## src/rtl/data_io_fifo.sv

```systemverilog
// data_io_fifo: SPI file-download receiver feeding a small write FIFO
// and a paced memory write port with size and overflow reporting.
module data_io_fifo #(
    parameter int              DW       = 16,
    parameter int              AW       = 25,
    parameter int              FIFO_AW  = 2,
    parameter logic [AW-1:0]   BASE0    = 25'h0E0000,
    parameter logic [AW-1:0]   BASE1    = 25'h100000,
    parameter logic [AW-1:0]   BASE_DEF = 25'h120000
) (
    input  logic          clk_sys,
    input  logic          reset,
    input  logic          SPI_SCK,
    input  logic          SPI_SS2,
    input  logic          SPI_DI,
    input  logic          ioctl_wait,
    output logic          ioctl_download,
    output logic [4:0]    ioctl_index,
    output logic          ioctl_we,
    output logic [AW-1:0] ioctl_addr,
    output logic [DW-1:0] ioctl_dout,
    output logic [AW-1:0] ioctl_size,
    output logic          ioctl_ovf
);

    localparam int            DEPTH = 1 << FIFO_AW;
    localparam int            EW    = AW + DW;
    localparam logic [7:0]    C_IDX = 8'h55;
    localparam logic [7:0]    C_TX  = 8'h53;
    localparam logic [7:0]    C_DAT = 8'h54;
    localparam logic [1:0]    S_IDLE  = 2'd0;
    localparam logic [1:0]    S_WRITE = 2'd1;
    localparam logic [1:0]    S_GAP   = 2'd2;
    localparam logic [AW-1:0] STEP  = AW'(DW / 8);

    logic [2:0]         sck_q;
    logic [1:0]         ss_q;
    logic [1:0]         di_q;
    logic               ss;
    logic               sck_rise;
    logic [2:0]         bit_cnt;
    logic [6:0]         sr;
    logic               got_cmd;
    logic               rx_stb;
    logic               rx_is_cmd;
    logic [7:0]         rx_byte;
    logic [7:0]         cmd;
    logic [AW-1:0]      addr;
    logic [7:0]         pend;
    logic               pend_valid;
    logic               draining;
    logic [1:0]         state;
    logic [EW-1:0]      mem [DEPTH];
    logic [FIFO_AW:0]   wptr;
    logic [FIFO_AW:0]   rptr;
    logic               empty;
    logic               full;
    logic               is_cmd;
    logic               is_pay;
    logic               start;
    logic               stop;
    logic               data_b;
    logic               pop;
    logic               push;
    logic               do_push;
    logic               ovf_set;
    logic [DW-1:0]      push_data;
    logic [AW-1:0]      base;
    logic [EW-1:0]      head;

    assign ss       = ss_q[1];
    assign sck_rise = sck_q[1] & ~sck_q[2];
    assign empty    = (wptr == rptr);
    assign full     = (wptr[FIFO_AW] != rptr[FIFO_AW]) &&
                      (wptr[FIFO_AW-1:0] == rptr[FIFO_AW-1:0]);
    assign head     = mem[rptr[FIFO_AW-1:0]];
    assign ioctl_we = (state == S_WRITE);

    assign is_cmd  = rx_stb & rx_is_cmd;
    assign is_pay  = rx_stb & ~rx_is_cmd;
    assign start   = is_pay && (cmd == C_TX) && rx_byte[0];
    assign stop    = is_pay && (cmd == C_TX) && !rx_byte[0] && ioctl_download;
    assign data_b  = is_pay && (cmd == C_DAT);
    assign pop     = (state == S_WRITE);
    assign ovf_set = push && full && !pop;
    assign do_push = push && (!full || pop);

    assign base = (ioctl_index == 5'd0) ? BASE0 :
                  (ioctl_index == 5'd1) ? BASE1 : BASE_DEF;

    // Select what (if anything) enters the FIFO this cycle
    always_comb begin
        push      = 1'b0;
        push_data = '0;
        if (data_b && ioctl_download) begin
            if (DW == 8) begin
                push      = 1'b1;
                push_data = DW'(rx_byte);
            end else begin
                push      = pend_valid;
                push_data = DW'({rx_byte, pend});
            end
        end else if (stop && DW == 16 && pend_valid) begin
            push      = 1'b1;
            push_data = DW'({8'h00, pend});
        end
    end

    // Synchronise SPI pins; SCK keeps one extra stage for edge detect
    always_ff @(posedge clk_sys or posedge reset) begin
        if (reset) begin
            sck_q <= '0;
            ss_q  <= 2'b11;
            di_q  <= '0;
        end else begin
            sck_q <= {sck_q[1:0], SPI_SCK};
            ss_q  <= {ss_q[0], SPI_SS2};
            di_q  <= {di_q[0], SPI_DI};
        end
    end

    // Shift in bits on SCK rising edges and strobe out whole bytes
    always_ff @(posedge clk_sys or posedge reset) begin
        if (reset) begin
            bit_cnt   <= '0;
            sr        <= '0;
            got_cmd   <= 1'b0;
            rx_stb    <= 1'b0;
            rx_is_cmd <= 1'b0;
            rx_byte   <= '0;
        end else begin
            rx_stb <= 1'b0;
            if (ss) begin
                bit_cnt <= '0;
                got_cmd <= 1'b0;
            end else if (sck_rise) begin
                sr      <= {sr[5:0], di_q[1]};
                bit_cnt <= bit_cnt + 3'd1;
                if (bit_cnt == 3'd7) begin
                    rx_stb    <= 1'b1;
                    rx_byte   <= {sr, di_q[1]};
                    rx_is_cmd <= !got_cmd;
                    got_cmd   <= 1'b1;
                end
            end
        end
    end

    // Command decode, download state, address and byte accounting
    always_ff @(posedge clk_sys or posedge reset) begin
        if (reset) begin
            cmd            <= '0;
            ioctl_index    <= '0;
            ioctl_download <= 1'b0;
            ioctl_size     <= '0;
            ioctl_ovf      <= 1'b0;
            addr           <= '0;
            pend           <= '0;
            pend_valid     <= 1'b0;
            draining       <= 1'b0;
        end else begin
            if (draining && empty && state == S_IDLE && !push) begin
                ioctl_download <= 1'b0;
                draining       <= 1'b0;
            end
            if (is_cmd)
                cmd <= rx_byte;
            if (is_pay && cmd == C_IDX)
                ioctl_index <= rx_byte[4:0];
            if (data_b) begin
                if (ioctl_size != '1)
                    ioctl_size <= ioctl_size + 1'b1;
                if (DW == 16 && ioctl_download) begin
                    if (!pend_valid) begin
                        pend       <= rx_byte;
                        pend_valid <= 1'b1;
                    end else begin
                        pend_valid <= 1'b0;
                    end
                end
            end
            if (push)
                addr <= addr + STEP;
            if (ovf_set)
                ioctl_ovf <= 1'b1;
            if (stop) begin
                draining   <= 1'b1;
                pend_valid <= 1'b0;
            end
            if (start) begin
                addr           <= base;
                ioctl_size     <= '0;
                ioctl_ovf      <= 1'b0;
                pend_valid     <= 1'b0;
                ioctl_download <= 1'b1;
                draining       <= 1'b0;
            end
        end
    end

    // FIFO pointers; a start command empties the queue
    always_ff @(posedge clk_sys or posedge reset) begin
        if (reset) begin
            wptr <= '0;
            rptr <= '0;
        end else if (start) begin
            wptr <= '0;
            rptr <= '0;
        end else begin
            if (do_push)
                wptr <= wptr + 1'b1;
            if (pop)
                rptr <= rptr + 1'b1;
        end
    end

    // FIFO storage holds {addr, data}; contents need no reset
    always_ff @(posedge clk_sys) begin
        if (do_push)
            mem[wptr[FIFO_AW-1:0]] <= {addr, push_data};
    end

    // Write port: launch from FIFO head, strobe once, then idle a cycle
    always_ff @(posedge clk_sys or posedge reset) begin
        if (reset) begin
            state      <= S_IDLE;
            ioctl_addr <= '0;
            ioctl_dout <= '0;
        end else begin
            unique case (state)
                S_IDLE: begin
                    if (!empty && !ioctl_wait && !start) begin
                        ioctl_addr <= head[EW-1:DW];
                        ioctl_dout <= head[DW-1:0];
                        state      <= S_WRITE;
                    end
                end
                S_WRITE: state <= S_GAP;
                S_GAP:   state <= S_IDLE;
                default: state <= S_IDLE;
            endcase
        end
    end

endmodule

```

## config.mk

```make
export PLATFORM = sky130hd
export DESIGN_NAME = data_io_fifo
export DESIGN_NICKNAME = d
export VERILOG_FILES = /design/src/rtl/data_io_fifo.sv
export SDC_FILE = /design/constraint.sdc
export NUM_CORES = 1
export LEC_CHECK = 0
export CAP_MARGIN = 0
export CORE_ASPECT_RATIO = 1.75
export CORE_UTILIZATION = 53
export DETAILED_ROUTE_END_ITERATION = 8
export PLACE_DENSITY = 0.86
export SLEW_MARGIN = 30
export SYNTH_ARGS = -nofsm -noshare
export SYNTH_HDL_FRONTEND = slang
export SYNTH_SLANG_ARGS = --single-unit
export TNS_END_PERCENT = 20
```

## constraint.sdc

```tcl
create_clock -name clk_sys -period 4.6 [get_ports clk_sys]
set_input_delay 0.92 -clock clk_sys [delete_from_list [all_inputs] [get_ports clk_sys]]
set_output_delay 0.92 -clock clk_sys [all_outputs]
set_load 0.05 [all_outputs]
```

* Word-level counts from Yosys, hierarchy flattened
Memory sizes are Yosys's and may differ from the RTL's. A register that Yosys moved wholly into a read port is not among the register bits. Cells that the tools add are included.
Storage, ports and cells: memories kept 1, input port bits 6, flip-flop bits (word level) 111, output and inout port bits 74, RAM bits 164, word-level logic and storage cells 130
Memories:
- mem | words 4, bits a word 41, read ports 1, clocked after Yosys merged registers in 1, write ports 1, line 53 | logic [EW-1:0] mem [DEPTH];
Operators by class: bitwise gates (word level) 7, $add $sub $neg 5, multiplexer cells 38, equality and inequality tests 11, reductions and logical operators 47
Operators by type and width (count):
- $mux W25 | 5
- $add A25 B1 Y25 const B | 1
- $add A25 B2 Y25 const B | 1
- $ne A25 B25 Y1 const B | 1
- $eq A8 B7 Y1 const B | 3
- $mux W1 | 21
- $mux W21 | 1
- $mux W18 | 1
- $mux W3 | 6
- $reduce_bool A2 Y1 | 9
- $logic_and A1 B1 Y1 | 17
- $mux W16 | 1
- $reduce_and A2 Y1 | 5
- $add A3 B1 Y3 const B | 3
- $reduce_bool A3 Y1 | 3
- $logic_not A1 Y1 | 8
- $mux W8 | 1
- $reduce_and A3 Y1 | 2
- $eq A5 B1 Y1 const B | 1
- $logic_not A5 Y1 | 1
- $not A1 Y1 | 4
- $pmux W2 S2 | 1
- $and A1 B1 Y1 | 3
- $eq A3 B3 Y1 | 1
- 8 further kinds | 8

* Logic depth before layout (Yosys ltp)
Gate-level depths: netlist of the first run.
word-level depth 13, gate-level depth with buffers 7, depth with buffers taken out 6

* Worst setup path after synthesis of the first run
OpenSTA, ideal clock, no wires.
path type flip-flop to flip-flop, from register ioctl_download, to memory mem[3][0] (netlist name), enable pin, stages on the path, launching flop included 5, setup time 0.402 ns, slack 1.614 ns, buffers on the path 0, arrival 2.584 ns, required time 4.198 ns, period minus slack after synthesis 2.986 ns, cell sequence dfrtp_1 nor4bb_1 nand2_1 nor3_2 and2_1
On the way: cells in the longest elaborated chain, start to end 7, elaborated cells between the ends (all ways) 8, those cells by class mux (4); reduce/logical (4)
RTL lines:
- from (decl) | line 17 | output logic ioctl_download,
- from (signal assigned) | line 154 | ioctl_download <= 1'b0;
- from (signal assigned) | line 163 | ioctl_download <= 1'b0;
- from (signal assigned) | line 195 | ioctl_download <= 1'b1;
- $logic_and A1 B1 Y1 | line 82 | assign stop = is_pay && (cmd == C_TX) && !rx_byte[0] && ioctl_download;
- $logic_and A1 B1 Y1 | line 103 | end else if (stop && DW == 16 && pend_valid) begin
- $mux W1 | line 103
- $mux W1 * | line 95 | if (data_b && ioctl_download) begin
- $logic_and A1 B1 Y1 * | line 86 | assign do_push = push && (!full || pop);
- $mux W1 * | line 219 | if (do_push)
- $mux W1 (implied by the code) * | line 220 | mem[wptr[FIFO_AW-1:0]] <= {addr, push_data};
- to (decl) | line 53
Mark *: on every way between the ends. The rest lies on a longest branch, timed or not.

* Worst setup path in the final report of the first run
from register cmd[3], to register ioctl_dout[7]
On the way: cells in the longest elaborated chain, start to end 6
RTL lines:
- from (decl) | line 47 | logic [7:0] cmd;
- from (signal assigned) | line 167 | cmd <= rx_byte;
- $eq A8 B7 Y1 | line 81 | assign start = is_pay && (cmd == C_TX) && rx_byte[0];
- $logic_and A1 B1 Y1 (2 in series) | line 81
- $logic_not A1 Y1 | line 232 | if (!empty && !ioctl_wait && !start) begin
- $logic_and A1 B1 Y1 | line 232
- $reduce_and A2 Y1 (no source line)
- to (signal assigned) | line 234 | ioctl_dout <= head[DW-1:0];
- to (decl) | line 21 | output logic [DW-1:0] ioctl_dout,
Every way passes these cells. A chain may end at the register's enable or synchronous reset.

==> flow_summary.yaml, run 1 <==
clocking:
  hold_buffers: 0
  cts_setup_buffers: 0
  cts_max_level: 1
  ctsResizeCount: 0
  clk_path_buf_depth: 3
  cts_root_buf: "clkbuf_16"
  tritoncts: "done"
  clkSinkCount: 310
  cts_buffers: 25
  clk-insertion-delay-late_ns: 0.53
  path_clk_slew_ns: 0.07
timing:
  fmax_mhz: 296
  period_needed_ns: 3.38
  tns_ns: 0
  report.final.slew_viol_count: 0
  relSlewSlack_pct: 37.0
  worst_slack_ns: 1.22
  tightest_slew_ns: 0.940
  rsz0062_at_grt: "no"
  hold_slack_ns: 0.347
  clock_skew_ns: 0.0144
  hold_violations: 0
  setup_viol: 0
  fin_crit_sh_pct: 73.5
grt:
  grt_max_degree: 76
  grt_first_pass_wirelength_um: 37800
  grt_usage_pct: 20.0
  antenna_found_initial: 0
  first_global_vias: 7163
  gr-total-overflow: 0
min_path:
  holdPathStages: 0
  hold_class: "register to register"
route:
  final_antenna_net_count: 0
  dr.pass1.iters: 4
  vias_per_cell: 5.79
  drt_drc_violations_left: 0
  drtIter0Drc: 377
  drt-total-wl_um: 23400
  vias: 6931
  wire_per_inst_um: 19.6
synth:
  synth.distinct_cells: 56
  yosysWarnings: 0
  synth_seq_cells: 310
  syn_nets: 806
  synth_edf_count: 160
  synth_flop_cell: "edfxtp_1"
  seq_area_frac_synth_pct: 68.0
  syn_area_um2: 12600
  syn_inst: 791
  avgSynthCellArea_um2: 15.9
  async_flop_share_pct: 48.4
power:
  clkPwrFrac_pct: 42.1
  power_density_nw_per_um2: 356
  leakage_nw: 5.25
  power_frac_seq_pct: 56.6
  pwr-share-comb_pct: 1.3
  p_sw_mw: 0.986
  p_int_mw: 4.21
  swShare_pct: 19.0
  peakVddDrop_v: 0.000304
cells_and_area:
  fin_util_pct: 62.5
  finalNonFillerCells: 1198
  fin_nets: 891
  n_fill_cell: 1662
  syn2layout_area_growth_pct: 15.8
  drive_above_1_share_pct: 21.1
  antennaDiodeCount: 0
critical_path:
  cp_data_required_time_ns: 5.00
  reg2regPathDepth: 5
  cp-start-kind: "register"
  timing_worst_setup_path_type: "register to register"
  crit_fanout: 27
  end_kind: "register"
  worstPathArrival_ns: 3.78
die:
  die_h_um: 206
  num_rows: 74
  initial_core_util_pct: 54.0
  dieArea_um2: 24400
  core_um2: 23300
  io_pins: 80
  die-width_um: 119
placed_design:
  post-dp-hpwl_um: 15600
  gp_congestion: 0.831
  dp_slack_ns: 1.24
  portBuffers: 78
  dp_cells: 1153
outcome:
  outcome: "finished, final reports clean"
job:
  max_cap_viol_count: 0
[cell families after synthesis]
logic type	count (synthesis)	synth area share, %
compound gates	52	2.59
buf+inv	47	1.57
xor+xnor	37	2.57
fa+ha+maj	9	0.894
mux	121	14.3
flops	310	68.0
simple gates	214	10.0
other cells	1	0.0298
[cells in the mapped netlist, types with 4 or more instances]
cell	n	share of area [%]
edfxtp_1	160	38
inv_1	14	0.42
clkbuf_1	16	0.48
mux4_2	40	7.2
nor3_1	13	0.52
nand4_1	18	0.89
mux2i_1	6	0.48
buf_2	11	0.44
and2_1	14	0.70
or3_1	10	0.50
o21ai_1	4	0.16
a21oi_1	19	0.76
nor2b_1	4	0.20
dfrtp_1	148	29
xor2_1	9	0.63
and4_1	10	0.70
nand2_1	28	0.83
o21ai_0	12	0.48
nor2_1	43	1.3
mux2_2	75	6.7
buf_1	4	0.12
nor4_1	15	0.75
xnor2_1	28	1.9
and3_1	17	0.84
nand3_1	15	0.60
ha_1	9	0.89
[power by group through the flow]
stage / combinational, mW / clock (mW) / sequential, mW
3_5_place_dp: 0.0683 / 0 / 3.00
5_1_grt: 0.0744 / 2.33 / 2.95
6_report: 0.0650 / 2.19 / 2.94
4_1_cts: 0.0685 / 2.24 / 2.94
3_3_place_gp: 0.0650 / 0 / 3.00
2_1_floorplan: 0.0494 / 0 / 3.00
[through the flow]
step / instance area, µm² / power (mW)
floorplan: 12600 / 3.05
global placement: 13700 / 3.06
detailed placement: 13700 / 3.07
CTS: 14600 / 5.26
global route: 14600 / 5.36
finish: 14600 / 5.20
[layer usage]
layer / routed length (µm) / GRT usage [%] / up-vias
li1: - / - / 3169
met1: 8790 / 22.6 / 3552
met2: 13100 / 38.2 / 167
met3: 1010 / 2.65 / 43
met4: 574 / 7.55 / 0
met5: 0 / 0 / -
[registers in the layout, summed over array words and instances (netlist names), 8 cells and up]
signal and flops:
ioctl_addr 24, mem 160, ioctl_size 25, rx_byte 8, pend 8, cmd 8, addr 24, ioctl_dout 16
[final timing paths]
kind / from / slack [ns] / to
setup / recovery: cmd[3] / 1.22 / ioctl_dout[7]
hold / removal: sck_q[0] / 0.35 / sck_q[1]
setup reg to reg: cmd[3] / 1.22 / ioctl_dout[7]
hold reg to reg: sck_q[0] / 0.35 / sck_q[1]
max in group asynchronous: reset / 3.00 / ss_q[0]
min in group asynchronous: reset / 0.79 / rptr[2]
[cell type report]
type / count / area [µm²] / area share [%]
Clock buffer: 34 / 709 / 4.86
Clock inverter: 11 / 146 / 1.00
Inverter: 14 / 56.3 / 0.386
Multi-Input combinational cell: 434 / 3840 / 26.3
Sequential cell: 310 / 8560 / 58.7
Tap cell: 304 / 380 / 2.61
Timing Repair Buffer: 91 / 891 / 6.11
[layout by cell type (no fill, tap or decap), types with 10 or more instances in the layout]
| cell | netlist | final |
|---|---|---|
| nor4_1 | 15 | 15 |
| or3_1 | 10 | 10 |
| buf_4 | 2 | 12 |
| and3_1 | 17 | 17 |
| nand2_1 | 28 | 28 |
| mux2_2 | 75 | 75 |
| xnor2_1 | 28 | 28 |
| clkbuf_16 | 0 | 25 |
| edfxtp_1 | 160 | 160 |
| nand3_1 | 15 | 15 |
| nand4_1 | 18 | 18 |
| dfrtp_1 | 148 | 147 |
| a21oi_1 | 19 | 19 |
| mux4_2 | 40 | 40 |
| nor2_1 | 43 | 43 |
| nor3_1 | 13 | 13 |
| o21ai_0 | 12 | 12 |
| clkdlybuf4s50_1 | 0 | 78 |
| and2_1 | 14 | 13 |
| inv_1 | 14 | 13 |
[critical path, cell delays in order, from the launching register on]
cell and delay [ns]:
dfrtp_1 0.41, nor3b_2 0.48, nand4_1 0.58, nand4b_1 0.91, buf_4 0.46, mux2_2 0.38
No activity file was read; power rests on OpenSTA's default activity.
==> run 2: changes to the inputs <==
--- a/config.mk
+++ b/config.mk
@@ -7,9 +7,9 @@
 export LEC_CHECK = 0
 export CAP_MARGIN = 0
 export CORE_ASPECT_RATIO = 1.75
-export CORE_UTILIZATION = 53
+export CORE_UTILIZATION = 59
 export DETAILED_ROUTE_END_ITERATION = 8
-export PLACE_DENSITY = 0.86
+export PLACE_DENSITY = 0.9
 export SLEW_MARGIN = 30
 export SYNTH_ARGS = -nofsm -noshare
 export SYNTH_HDL_FRONTEND = slang
==> constraint.sdc (replaced) <==
create_clock -name clk_sys -period 3.4 [get_ports clk_sys]
set_input_delay 0.68 -clock clk_sys [delete_from_list [all_inputs] [get_ports clk_sys]]
set_output_delay 0.68 -clock clk_sys [all_outputs]
set_load 0.05 [all_outputs]
==> run 2 against run 1 <==
Effect of this change: combinational power is 35% higher; global-route usage rose by 4.6 points; die area decreased by 10%; critical path type is now register to output port; critical endpoint is now ioctl_we; largest power group unchanged; highest routed layer unchanged.
==> flow_summary.yaml, run 2 (synthesized netlist as in run 1, its figures left out) <==
timing:
  rsz0062_at_grt: "no"
  tightest_slew_ns: 0.954
  tns_ns: 0
  relSlewSlack_pct: 35.8
  hold_violations: 0
  fin_crit_sh_pct: 88.5
  setup_viol: 0
  report.final.slew_viol_count: 0
  fmax_mhz: 332
  period_needed_ns: 3.01
  clock_skew_ns: 0.0199
route:
  vias: 7273
  drt-total-wl_um: 25700
  final_antenna_net_count: 0
  drtIter0Drc: 592
  wire_per_inst_um: 22.3
  vias_per_cell: 6.32
  dr.pass1.iters: 8
  drt_drc_violations_left: 0
grt:
  gr-total-overflow: 0
  first_global_vias: 7544
  grt_usage_pct: 24.6
  antenna_found_initial: 0
  grt_max_degree: 124
  grt_first_pass_wirelength_um: 41400
clocking:
  clkSinkCount: 310
  clk_path_buf_depth: 3
  cts_setup_buffers: 0
  tritoncts: "done"
  path_clk_slew_ns: 0.07
  ctsResizeCount: 0
  cts_root_buf: "clkbuf_16"
  cts_buffers: 26
  hold_buffers: 0
  clk-insertion-delay-late_ns: 0.54
  cts_max_level: 1
critical_path:
  cp.depth: 2
  worstPathArrival_ns: 2.33
  critPathTopFamily: "buffers and inverters"
  cp_data_required_time_ns: 2.72
  max_stage_delay_ns: 0.94
  cp-start-kind: "register"
  path_buf_inv: 1
  crit_fanout: 5
  end_kind: "output port"
  timing_worst_setup_path_type: "register to output port"
  crit_slowest_cell: "clkdlybuf4s50_1"
  crit_chain: "nor2b_1 > clkdlybuf4s50_1"
  reg2regPathDepth: 5
cells_and_area:
  final_common_cell: "edfxtp_1"
  drive_above_1_share_pct: 21.0
  final_cell_mix: "edfxtp_1 (160), dfrtp_1 (147), clkdlybuf4s50_1 (78)"
  fin_nets: 894
  syn2layout_area_growth_pct: 15.2
  antennaDiodeCount: 0
  n_fill_cell: 1307
  largest_register_ffs: 160
die:
  initial_core_util_pct: 60.2
  die_h_um: 195
  die-width_um: 112
  dieArea_um2: 22000
  core_um2: 20900
  io_pins: 80
  num_rows: 70
min_path:
  hold_class: "register to register"
  holdPathStages: 0
placed_design:
  post-dp-hpwl_um: 15800
  portBuffers: 78
  gp_congestion: 0.835
power:
  peakVddDrop_v: 0.000381
  power_density_nw_per_um2: 482
  leakage_nw: 5.24
  power.total_mw: 6.99
job:
  max_cap_viol_count: 0
outcome:
  outcome: "finished, final reports clean"
==> run 2: cell count changes in the layout (fill, tap and decap cells not counted), moves of 2 or more <==
cell | previous run | this run
clkinv_8 | 0 | 2
clkinv_4 | 2 | 0
clkinv_2 | 3 | 5
clkbuf_8 | 5 | 0
buf_4 | 12 | 14
clkinv_1 | 0 | 5
clkinvlp_2 | 0 | 3
==> run 2: cell type report <==
type | instances | area [µm²] | share of cell area, %
timing repair buffer | 93 | 906 | 6.24
inverter | 14 | 56.3 | 0.388
sequential | 310 | 8560 | 59.0
multi-input combinational | 434 | 3840 | 26.5
clock inverter | 19 | 168 | 1.16
clock buffer | 29 | 662 | 4.56
tap | 252 | 315 | 2.17
==> run 2: path summary, 6_finish.rpt <==
check                      slack (ns)  startpoint             to
max                              0.39    state[0]       ioctl_we
min in group asynchronous        0.65       reset  ioctl_addr[8]
min                              0.35     di_q[0]        di_q[1]
min reg2reg                      0.35     di_q[0]        di_q[1]
max in group asynchronous        2.15       reset       sck_q[2]
max reg2reg                      0.78   rx_is_cmd      mem[0][5]
==> run 2: where the power goes <==
group,internal [mW],switching (mW),total (mW)
Clock,1.57,1.34,2.91
Sequential,3.96,0.0267,3.98
Combinational,0.0376,0.0504,0.0880
==> run 2: routing by layer <==
metal  global-route usage, %  part of all wire (%)  vias to the layer above  wire length (µm)
met1                    30.0                    37                     3675              9440
met3                    3.13                   6.2                       85              1590
met2                    44.0                    53                      345             13600
li1                        -                     -                     3168                 -
met5                       0                     0                        -                 0
met4                    10.8                   4.1                        0              1060
==> run 2: metrics by stage <==
step	utilization, %	std cells	instance area [µm²]	worst slack (ns)	hold slack, ns
after floorplan	-	791	12600	0.414	0.331
after global placement	65.3	1103	13700	0.709	0.333
after detailed placement	65.3	1103	13700	0.857	0.336
after CTS	69.3	1151	14500	0.406	0.351
after global routing	69.3	1151	14500	0.327	0.365
final	69.3	1151	14500	0.391	0.349
==> run 3: changes to the inputs <==
--- a/config.mk
+++ b/config.mk
@@ -5,7 +5,6 @@
 export SDC_FILE = /design/constraint.sdc
 export NUM_CORES = 1
 export LEC_CHECK = 0
-export CAP_MARGIN = 0
 export CORE_ASPECT_RATIO = 1.75
 export CORE_UTILIZATION = 59
 export DETAILED_ROUTE_END_ITERATION = 8
==> results of run 3 <==
No change in the layout: final DEF, timing and power equal those of run 2.
